--- config.mk ---
export PLATFORM = sky130hd
export DESIGN_NAME = lane_neuron_flat
export DESIGN_NICKNAME = d
export VERILOG_FILES = /design/src/rtl/lane_neuron_pkg.sv /design/src/rtl/lane_neuron_if.sv /design/src/rtl/lane_neuron_sat_add.sv /design/src/rtl/lane_neuron.sv /design/src/flat_wrapper.sv
export SDC_FILE = /design/constraint.sdc
export NUM_CORES = 2
export LEC_CHECK = 0
export BUFFER_PORTS_ARGS = -buffer_cell sky130_fd_sc_hd__buf_2
export CORE_UTILIZATION = 29
export CTS_CLUSTER_SIZE = 8
export DETAILED_ROUTE_END_ITERATION = 16
export PLACE_DENSITY = 0.55
export SYNTH_ARGS = -nofsm -noshare
export SYNTH_HDL_FRONTEND = slang
export SYNTH_SLANG_ARGS = --single-unit
--- constraint.sdc ---
create_clock -name clk -period 4.7 [get_ports clk]
set_input_delay 0.47 -clock clk [delete_from_list [all_inputs] [get_ports clk]]
set_output_delay 0.47 -clock clk [all_outputs]
set_load 0.01 [all_outputs]
--- src/rtl/lane_neuron_pkg.sv ---
// Shared types, constants and clamp helper for the lane_neuron datapath.
// Optional build macro LANE_NEURON_SAT_FLAG_EN is consumed by the top, not here.
package lane_neuron_pkg;

    typedef enum logic [1:0] {
        ACT_RELU   = 2'd0,
        ACT_LINEAR = 2'd1,
        ACT_LEAKY  = 2'd2
    } act_mode_t;

    typedef enum logic [2:0] {
        IDLE  = 3'd0,
        ACCUM = 3'd1,
        DRAIN = 3'd2,
        BIAS  = 3'd3,
        ACT   = 3'd4,
        OUT   = 3'd5
    } state_t;

    localparam int LEAKY_SHIFT  = 3;
    localparam int DRAIN_CYCLES = 3;
    // Widest value sat_narrow can clamp; every caller sign-extends into this.
    localparam int NARROW_W     = 64;

    function automatic logic signed [NARROW_W-1:0] sat_narrow(
        input logic signed [NARROW_W-1:0] v,
        input int                         n
    );
        logic signed [NARROW_W-1:0] hi;
        logic signed [NARROW_W-1:0] lo;
        hi = (64'sd1 <<< (n - 1)) - 64'sd1;
        lo = -hi - 64'sd1;
        if (v > hi) return hi;
        if (v < lo) return lo;
        return v;
    endfunction

    // Encoding 3 is a second linear code.
    function automatic act_mode_t decode_act(input logic [1:0] sel);
        case (sel)
            2'd0:    return ACT_RELU;
            2'd2:    return ACT_LEAKY;
            default: return ACT_LINEAR;
        endcase
    endfunction

endpackage

--- src/rtl/lane_neuron_if.sv ---
// Beat input stream and result output stream of one neuron datapath.
interface lane_neuron_if #(
    parameter int DATA_WIDTH = 16,
    parameter int NUM_LANES  = 4
);
    logic                            in_valid;
    logic                            in_ready;
    logic [NUM_LANES*DATA_WIDTH-1:0] in_data;
    logic [NUM_LANES*DATA_WIDTH-1:0] in_weight;
    logic                            out_valid;
    logic                            out_ready;
    logic [DATA_WIDTH-1:0]           out_data;

    modport master (
        output in_valid, in_data, in_weight, out_ready,
        input  in_ready, out_valid, out_data
    );

    modport slave (
        input  in_valid, in_data, in_weight, out_ready,
        output in_ready, out_valid, out_data
    );
endinterface

--- src/rtl/lane_neuron_sat_add.sv ---
// Saturating signed adder, result clamped to the WIDTH-bit signed range.
// Latency: combinational. Backpressure: none (pure datapath).
// ovf is high whenever the clamp engaged.
module lane_neuron_sat_add #(
    parameter int WIDTH = 32
) (
    input  logic signed [WIDTH-1:0] a,
    input  logic signed [WIDTH-1:0] b,
    output logic signed [WIDTH-1:0] sum,
    output logic                    ovf
);
    logic signed [WIDTH:0] full;

    always_comb begin
        full = (WIDTH+1)'(a) + (WIDTH+1)'(b);
        ovf  = full[WIDTH] != full[WIDTH-1];
        if (!ovf)
            sum = full[WIDTH-1:0];
        else if (full[WIDTH])
            sum = {1'b1, {(WIDTH-1){1'b0}}};
        else
            sum = {1'b0, {(WIDTH-1){1'b1}}};
    end
endmodule

--- src/rtl/lane_neuron.sv ---
// Streaming neuron: NUM_LANES MACs per beat, saturating accumulate, bias, activation.
// Latency: out_valid 6 clocks after the last beat is accepted. Backpressure: in_ready only in ACCUM,
// result held until out_ready. Build macro LANE_NEURON_SAT_FLAG_EN adds the out_sat port.
module lane_neuron
    import lane_neuron_pkg::*;
#(
    parameter int DATA_WIDTH = 16,
    parameter int FRAC_WIDTH = 12,
    parameter int NUM_INPUTS = 784,
    parameter int NUM_LANES  = 4
) (
    input  logic                         clk,
    input  logic                         rst_n,
    input  logic                         start,
    input  logic signed [DATA_WIDTH-1:0] cfg_bias,
    input  logic [1:0]                   cfg_act,
    output logic                         busy,
`ifdef LANE_NEURON_SAT_FLAG_EN
    output logic                         out_sat,
`endif
    lane_neuron_if.slave                 bus
);
    localparam int BEATS      = (NUM_INPUTS + NUM_LANES - 1) / NUM_LANES;
    localparam int LAST_LANES = NUM_INPUTS - (BEATS - 1) * NUM_LANES;
    localparam int PROD_W     = 2 * DATA_WIDTH;
    localparam int SUM_W      = PROD_W + $clog2(NUM_LANES);
    localparam int CNT_W      = $clog2(BEATS + 1);

    state_t                    state, state_nxt;
    act_mode_t                 act_q;
    logic signed [DATA_WIDTH-1:0] bias_q;
    logic [CNT_W-1:0]          beat_cnt;
    logic [1:0]                drain_cnt;
    logic                      in_fire, out_fire, start_ok, last_beat;

    logic signed [PROD_W-1:0]  prod_c [NUM_LANES];
    logic signed [PROD_W-1:0]  prod_q [NUM_LANES];
    logic signed [SUM_W-1:0]   lane_sum, sum_q, acc_wide;
    logic signed [PROD_W-1:0]  acc_q, acc_nxt, bias_ext, biased_c, biased_q, shifted;
    logic signed [DATA_WIDTH-1:0] narrowed, act_res;
    logic                      s1_vld, s2_vld;
    logic                      add_ovf, acc_ovf, bias_ovf, narrow_ovf;

    assign in_fire   = bus.in_valid && bus.in_ready;
    assign out_fire  = bus.out_valid && bus.out_ready;
    assign start_ok  = start && (state == IDLE);
    assign last_beat = beat_cnt == CNT_W'(BEATS - 1);

    always_ff @(posedge clk or negedge rst_n) begin
        if (!rst_n) state <= IDLE;
        else        state <= state_nxt;
    end

    always_comb begin
        state_nxt    = state;
        busy         = state != IDLE;
        bus.in_ready = state == ACCUM;
        case (state)
            IDLE:    if (start) state_nxt = ACCUM;
            ACCUM:   if (in_fire && last_beat) state_nxt = DRAIN;
            DRAIN:   if (drain_cnt == 2'(DRAIN_CYCLES - 1)) state_nxt = BIAS;
            BIAS:    state_nxt = ACT;
            ACT:     state_nxt = OUT;
            OUT:     if (out_fire) state_nxt = IDLE;
            default: state_nxt = IDLE;
        endcase
    end

    // Lanes past NUM_INPUTS on the final beat are forced to zero before the tree.
    always_comb begin
        for (int i = 0; i < NUM_LANES; i++) begin
            prod_c[i] = (last_beat && i >= LAST_LANES) ? '0 :
                PROD_W'($signed(bus.in_data[i*DATA_WIDTH +: DATA_WIDTH])) *
                PROD_W'($signed(bus.in_weight[i*DATA_WIDTH +: DATA_WIDTH]));
        end
        lane_sum = '0;
        for (int i = 0; i < NUM_LANES; i++)
            lane_sum = lane_sum + SUM_W'(prod_q[i]);
    end

    lane_neuron_sat_add #(.WIDTH(SUM_W)) u_acc_add (
        .a(SUM_W'(acc_q)), .b(sum_q), .sum(acc_wide), .ovf(add_ovf)
    );

    assign acc_nxt = PROD_W'(sat_narrow(NARROW_W'(acc_wide), PROD_W));
    assign acc_ovf = add_ovf || (sat_narrow(NARROW_W'(acc_wide), PROD_W) != NARROW_W'(acc_wide));

    assign bias_ext = PROD_W'(bias_q) <<< FRAC_WIDTH;

    lane_neuron_sat_add #(.WIDTH(PROD_W)) u_bias_add (
        .a(acc_q), .b(bias_ext), .sum(biased_c), .ovf(bias_ovf)
    );

    always_comb begin
        shifted    = biased_q >>> FRAC_WIDTH;
        narrowed   = DATA_WIDTH'(sat_narrow(NARROW_W'(shifted), DATA_WIDTH));
        narrow_ovf = sat_narrow(NARROW_W'(shifted), DATA_WIDTH) != NARROW_W'(shifted);
        act_res    = narrowed;
        if (narrowed[DATA_WIDTH-1]) begin
            if (act_q == ACT_RELU)       act_res = '0;
            else if (act_q == ACT_LEAKY) act_res = narrowed >>> LEAKY_SHIFT;
        end
    end

    always_ff @(posedge clk or negedge rst_n) begin
        if (!rst_n) begin
            act_q         <= ACT_RELU;
            bias_q        <= '0;
            beat_cnt      <= '0;
            drain_cnt     <= '0;
            s1_vld        <= 1'b0;
            s2_vld        <= 1'b0;
            sum_q         <= '0;
            acc_q         <= '0;
            biased_q      <= '0;
            bus.out_valid <= 1'b0;
            bus.out_data  <= '0;
            for (int i = 0; i < NUM_LANES; i++) prod_q[i] <= '0;
        end else begin
            if (start_ok) begin
                act_q    <= decode_act(cfg_act);
                bias_q   <= cfg_bias;
                beat_cnt <= '0;
            end else if (in_fire) begin
                beat_cnt <= beat_cnt + CNT_W'(1);
            end
            drain_cnt <= (state == DRAIN) ? drain_cnt + 2'd1 : 2'd0;

            s1_vld <= in_fire;
            if (in_fire)
                for (int i = 0; i < NUM_LANES; i++) prod_q[i] <= prod_c[i];
            s2_vld <= s1_vld;
            if (s1_vld) sum_q <= lane_sum;

            if (start_ok)    acc_q <= '0;
            else if (s2_vld) acc_q <= acc_nxt;

            if (state == BIAS) biased_q     <= biased_c;
            if (state == ACT)  bus.out_data <= act_res;
            bus.out_valid <= (state == OUT) && !out_fire;
        end
    end

`ifdef LANE_NEURON_SAT_FLAG_EN
    logic sat_q;
    always_ff @(posedge clk or negedge rst_n) begin
        if (!rst_n)
            sat_q <= 1'b0;
        else if (start_ok)
            sat_q <= 1'b0;
        else if ((s2_vld && acc_ovf) || (state == BIAS && bias_ovf) || (state == ACT && narrow_ovf))
            sat_q <= 1'b1;
    end
    assign out_sat = sat_q;
`else
    logic unused_ovf;
    assign unused_ovf = acc_ovf ^ bias_ovf ^ narrow_ovf;
`endif

endmodule

--- src/flat_wrapper.sv ---
// flat-port wrapper written by rule: the top's interface ports become plain ports
module lane_neuron_flat import lane_neuron_pkg::*;
#(
    parameter int DATA_WIDTH = 16,
    parameter int FRAC_WIDTH = 12,
    parameter int NUM_INPUTS = 784,
    parameter int NUM_LANES  = 4
)
  (clk, rst_n, start, cfg_bias, cfg_act, busy, bus_in_valid, bus_in_data, bus_in_weight, bus_out_ready, bus_in_ready, bus_out_valid, bus_out_data);
  lane_neuron_if #(.DATA_WIDTH(DATA_WIDTH), .NUM_LANES(NUM_LANES)) bus_i ();
  input  logic clk;
  input  logic rst_n;
  input  logic start;
  input  logic signed [DATA_WIDTH-1:0] cfg_bias;
  input  logic [1:0] cfg_act;
  output logic busy;
  input wire logic [$bits(bus_i.in_valid)-1:0] bus_in_valid;
  input wire logic [$bits(bus_i.in_data)-1:0] bus_in_data;
  input wire logic [$bits(bus_i.in_weight)-1:0] bus_in_weight;
  input wire logic [$bits(bus_i.out_ready)-1:0] bus_out_ready;
  output wire logic [$bits(bus_i.in_ready)-1:0] bus_in_ready;
  output wire logic [$bits(bus_i.out_valid)-1:0] bus_out_valid;
  output wire logic [$bits(bus_i.out_data)-1:0] bus_out_data;
  assign bus_i.in_valid = bus_in_valid;
  assign bus_i.in_data = bus_in_data;
  assign bus_i.in_weight = bus_in_weight;
  assign bus_i.out_ready = bus_out_ready;
  assign bus_in_ready = bus_i.in_ready;
  assign bus_out_valid = bus_i.out_valid;
  assign bus_out_data = bus_i.out_data;
  lane_neuron #(.DATA_WIDTH(DATA_WIDTH), .FRAC_WIDTH(FRAC_WIDTH), .NUM_INPUTS(NUM_INPUTS), .NUM_LANES(NUM_LANES)) u_core (.clk(clk), .rst_n(rst_n), .start(start), .cfg_bias(cfg_bias), .cfg_act(cfg_act), .busy(busy), .bus(bus_i));
endmodule
==> flow_summary.json <==
{
  "rsz0062_at_grt": "yes",
  "seq_area_frac_synth": 0.120,
  "clock_skew_ns": 0.0193,
  "max-cap-violations": 0,
  "reg2reg_from": "u_core.acc_q[15]",
  "grt_pass1_wl_um": 243000,
  "cp-end-kind": "flop",
  "postRouteAntennaNets": 0,
  "clockBufferDepth": 3,
  "worst_pin_slew_ns": 1.02,
  "path_class": "input pin to flop",
  "synth.distinct_cells": 96,
  "grt_max_degree": 179,
  "setup_viol": 78,
  "ctsHtreeMaxLevel": 2,
  "cts_tree": "yes",
  "worstPathArrival_ns": 5.88,
  "finalHoldViolCount": 0,
  "crit_path_start": "bus_in_weight[58]",
  "final_area_sq_um": 69700,
  "grt_pass1_vias": 46100,
  "startpoint_type": "input pin",
  "rr_worst_depth": 15,
  "synth.top_cell.area_share": 0.406,
  "min_period_ns": 5.47,
  "fp.dieW_um": 438,
  "drt-pass1-iter-count": 11,
  "drt_first_iter_violations": 1936,
  "die_area_sq_um": 191000,
  "max-slew-margin-rel": 0.321,
  "ys_top_cells_by_area": "fa_1 (41%), dfrtp_1 (12%), ha_1 (9.5%)",
  "synth-seq-cells": 264,
  "hold_class": "input pin to asynchronous set/reset pin",
  "path_cells": "buf_12 > and2_4 > fa_1 > inv_2 > fa_1 > inv_1 > fa_1 > fa_1 > fa_1 > inv_1 > fa_1 > inv_2 > ha_4 > buf_6 > a21o_1 > a21o_1 > a21oi_2 > nor2_1 > a211oi_2 > buf_4 > a21o_1 > nand2_1 > a211oi_2 > o41ai_2",
  "io_buffer_count": 169,
  "clock-sinks": 264,
  "clkTransAtPathRegs_ns": 0.06,
  "path_max_fanout": 5,
  "required_ns": 5.11,
  "synthCells": 5930,
  "cpPeakStageDelay_ns": 0.55,
  "synth_edf_count": 0,
  "post_drt_wl_per_cell_um": 15.8,
  "slowest_stage": "fa_1",
  "fin_tns_setup_ns": -34.56,
  "synthesis.nets": 7615,
  "core_area_sq_um": 188000,
  "drive_gt1_frac": 0.239,
  "grt.total_usage": 0.155,
  "synthFlopType": "dfrtp_1",
  "cts_buffers": 39,
  "antenna_cells": 0,
  "fill_cells": 19100,
  "area_growth_syn_to_layout_pct": 26.7,
  "layout.nets": 8432,
  "viasPerCell": 4.57,
  "ys_async_sr_fraction": 1.00,
  "cp_num_cells": 24,
  "die_h_um": 438,
  "placed_cell_area_sq_um": 64800,
  "root_buffer": "clkbuf_16",
  "ys.warnings.count": 0,
  "vias": 42300,
  "core.rowCount": 159,
  "critPathMostFrequentCell": "fa_1",
  "postRouteWirelength_um": 146000,
  "layout_setup_ws_ns": -0.767,
  "cp_top_family": "adder cells",
  "syn_area_per_cell_sq_um": 9.28,
  "fmax_mhz": 183,
  "period_share": 1.16,
  "clk_latency_ns": 0.56,
  "synthesis.area_sq_um": 55000,
  "status": "complete, but fails checks",
  "critPathBufInv": 7,
  "grt_overflow_total": 0,
  "initial_core_util": 0.292,
  "drc": 11,
  "antenna_found_initial": 1,
  "dp_hpwl_um": 125000,
  "slew_viol_final": 0,
  "ioPinCount": 170,
  "synth.largest_area_cell": "fa_1",
  "routabilityCongestion": 0.872,
  "failed_checks": "DRC, setup timing"
}
-- per-layer routing --
metal / up-vias / wire length (um) / global-route usage
met5: - / 13 / 0
met4: 2 / 1730 / 0.0205
met3: 110 / 4740 / 0.0118
met2: 643 / 73100 / 0.273
met1: 21500 / 66400 / 0.213
li1: 20000 / - / -
-- cell usage after synthesis, types with 7 or more instances --
library cell  instances
inv_1              1169
fa_1               1115
nand2_1             820
and2_1              497
ha_1                419
dfrtp_1             264
o21ai_0             229
a21oi_1             187
nor2_1              181
clkbuf_1            179
xnor2_1             118
xor2_1               84
a21o_1               82
nand3_1              44
o21a_1               42
nand2b_1             40
nor3_1               37
and3_1               30
a211oi_1             29
o31ai_1              25
a221o_1              23
mux2_2               21
a31oi_1              20
o211ai_1             17
o21bai_1             17
nor2b_1              16
nand4_1              13
or3_1                13
a21boi_0             10
and4_1                9
o31a_1                8
o41ai_1               8
a221o_2               7
nor4_1                7
o311ai_0              7
-- worst register-to-register path: cells and delay by family, from the launching register on --
family / cells / cell delay [ns]
compound gates: 10 / 2.65
fa+ha+maj: 2 / 0.67
flops: 1 / 0.42
simple gates: 1 / 0.26
buf+inv: 1 / 0.21
xor+xnor: 1 / 0.19
-- cell usage in the layout, fill, tap and decap left out, drive strengths merged, types with 9 or more instances in the layout --
master / count
nor2b: 16
or3: 13
fa: 1115
ha: 419
a21boi: 11
dfrtp: 264
nand2b: 40
o211ai: 18
o21a: 42
o311ai: 9
nand4: 13
o21ai: 233
nor2: 181
a21o: 86
o31ai: 28
nand2: 820
and4: 9
inv: 1171
xnor2: 120
a21oi: 188
clkbuf: 42
a31oi: 20
buf: 978
mux2: 21
xor2: 84
nand3: 44
and3: 33
nor3: 37
and2: 498
a221o: 30
a211oi: 29
o21bai: 17
-- sequential cells by signal (all words and copies together) (netlist names) --
name	count
u_core.prod_q	128
u_core.sum_q	34
u_core.acc_q	32
u_core.biased_q	20
u_core.bias_q	16
u_core.bus.out_data	16
u_core.beat_cnt	8
u_core.state	3
u_core.act_q	2
u_core.drain_cnt	2
u_core.bus.out_valid	1
u_core.s1_vld	1
u_core.s2_vld	1
-- cell families after synthesis --
group,count (synthesis),share of synthesized area
simple gates,1732,0.151
fa+ha+maj,1535,0.501
buf+inv,1375,0.0958
compound gates,796,0.0943
flops,264,0.120
xor+xnor,204,0.0330
mux,24,0.00484
-- final timing paths --
path	to	slack (ns)
setup / recovery	u_core.prod_q[26]	-0.77
setup reg to reg	u_core.acc_q[5]	0.20
hold / removal	u_core.state[1]	0.007
hold reg to reg	u_core.drain_cnt[0]	0.43
min in group clk	u_core.bus.out_valid	0.11
max in group asynchronous	u_core.prod_q[121]	3.71
-- what timing repair did --
| action | CTS | global route |
|---|---|---|
| hold buffers | 0 | 0 |
| setup buffers | 101 | 33 |
| setup endpoints to repair | 87 | 118 |
| resized for setup | 560 | 237 |
| gates cloned | 0 | 3 |
| pin swaps | 326 | 223 |
-- cell type report --
type	count	area, sq um	share of cell area
multi-input combinational	4293	46000	0.660
clock inverter	3	58.8	0.000843
sequential	264	6610	0.0948
inverter	1170	4400	0.0631
clock buffer	41	1000	0.0144
timing repair buffer	979	8550	0.123
tap	2495	3120	0.0448
-- through the flow --
step | utilization | hold slack (ns) | worst slack, ns | std cells
final | 0.370 | 0.00664 | -0.767 | 9245
after CTS | 0.365 | 0.0286 | -0.678 | 9222
after detailed placement | 0.344 | 0.423 | -1.53 | 9086
after global placement | 0.344 | 0.411 | -1.45 | 9086
after floorplan | - | 0.174 | -1.03 | 5930
after global routing | 0.370 | 0.0667 | -0.926 | 9245
Power is left out: the tool's default activity adds up to more than one toggle a clock period on the data nets, which glitch-free logic cannot reach.
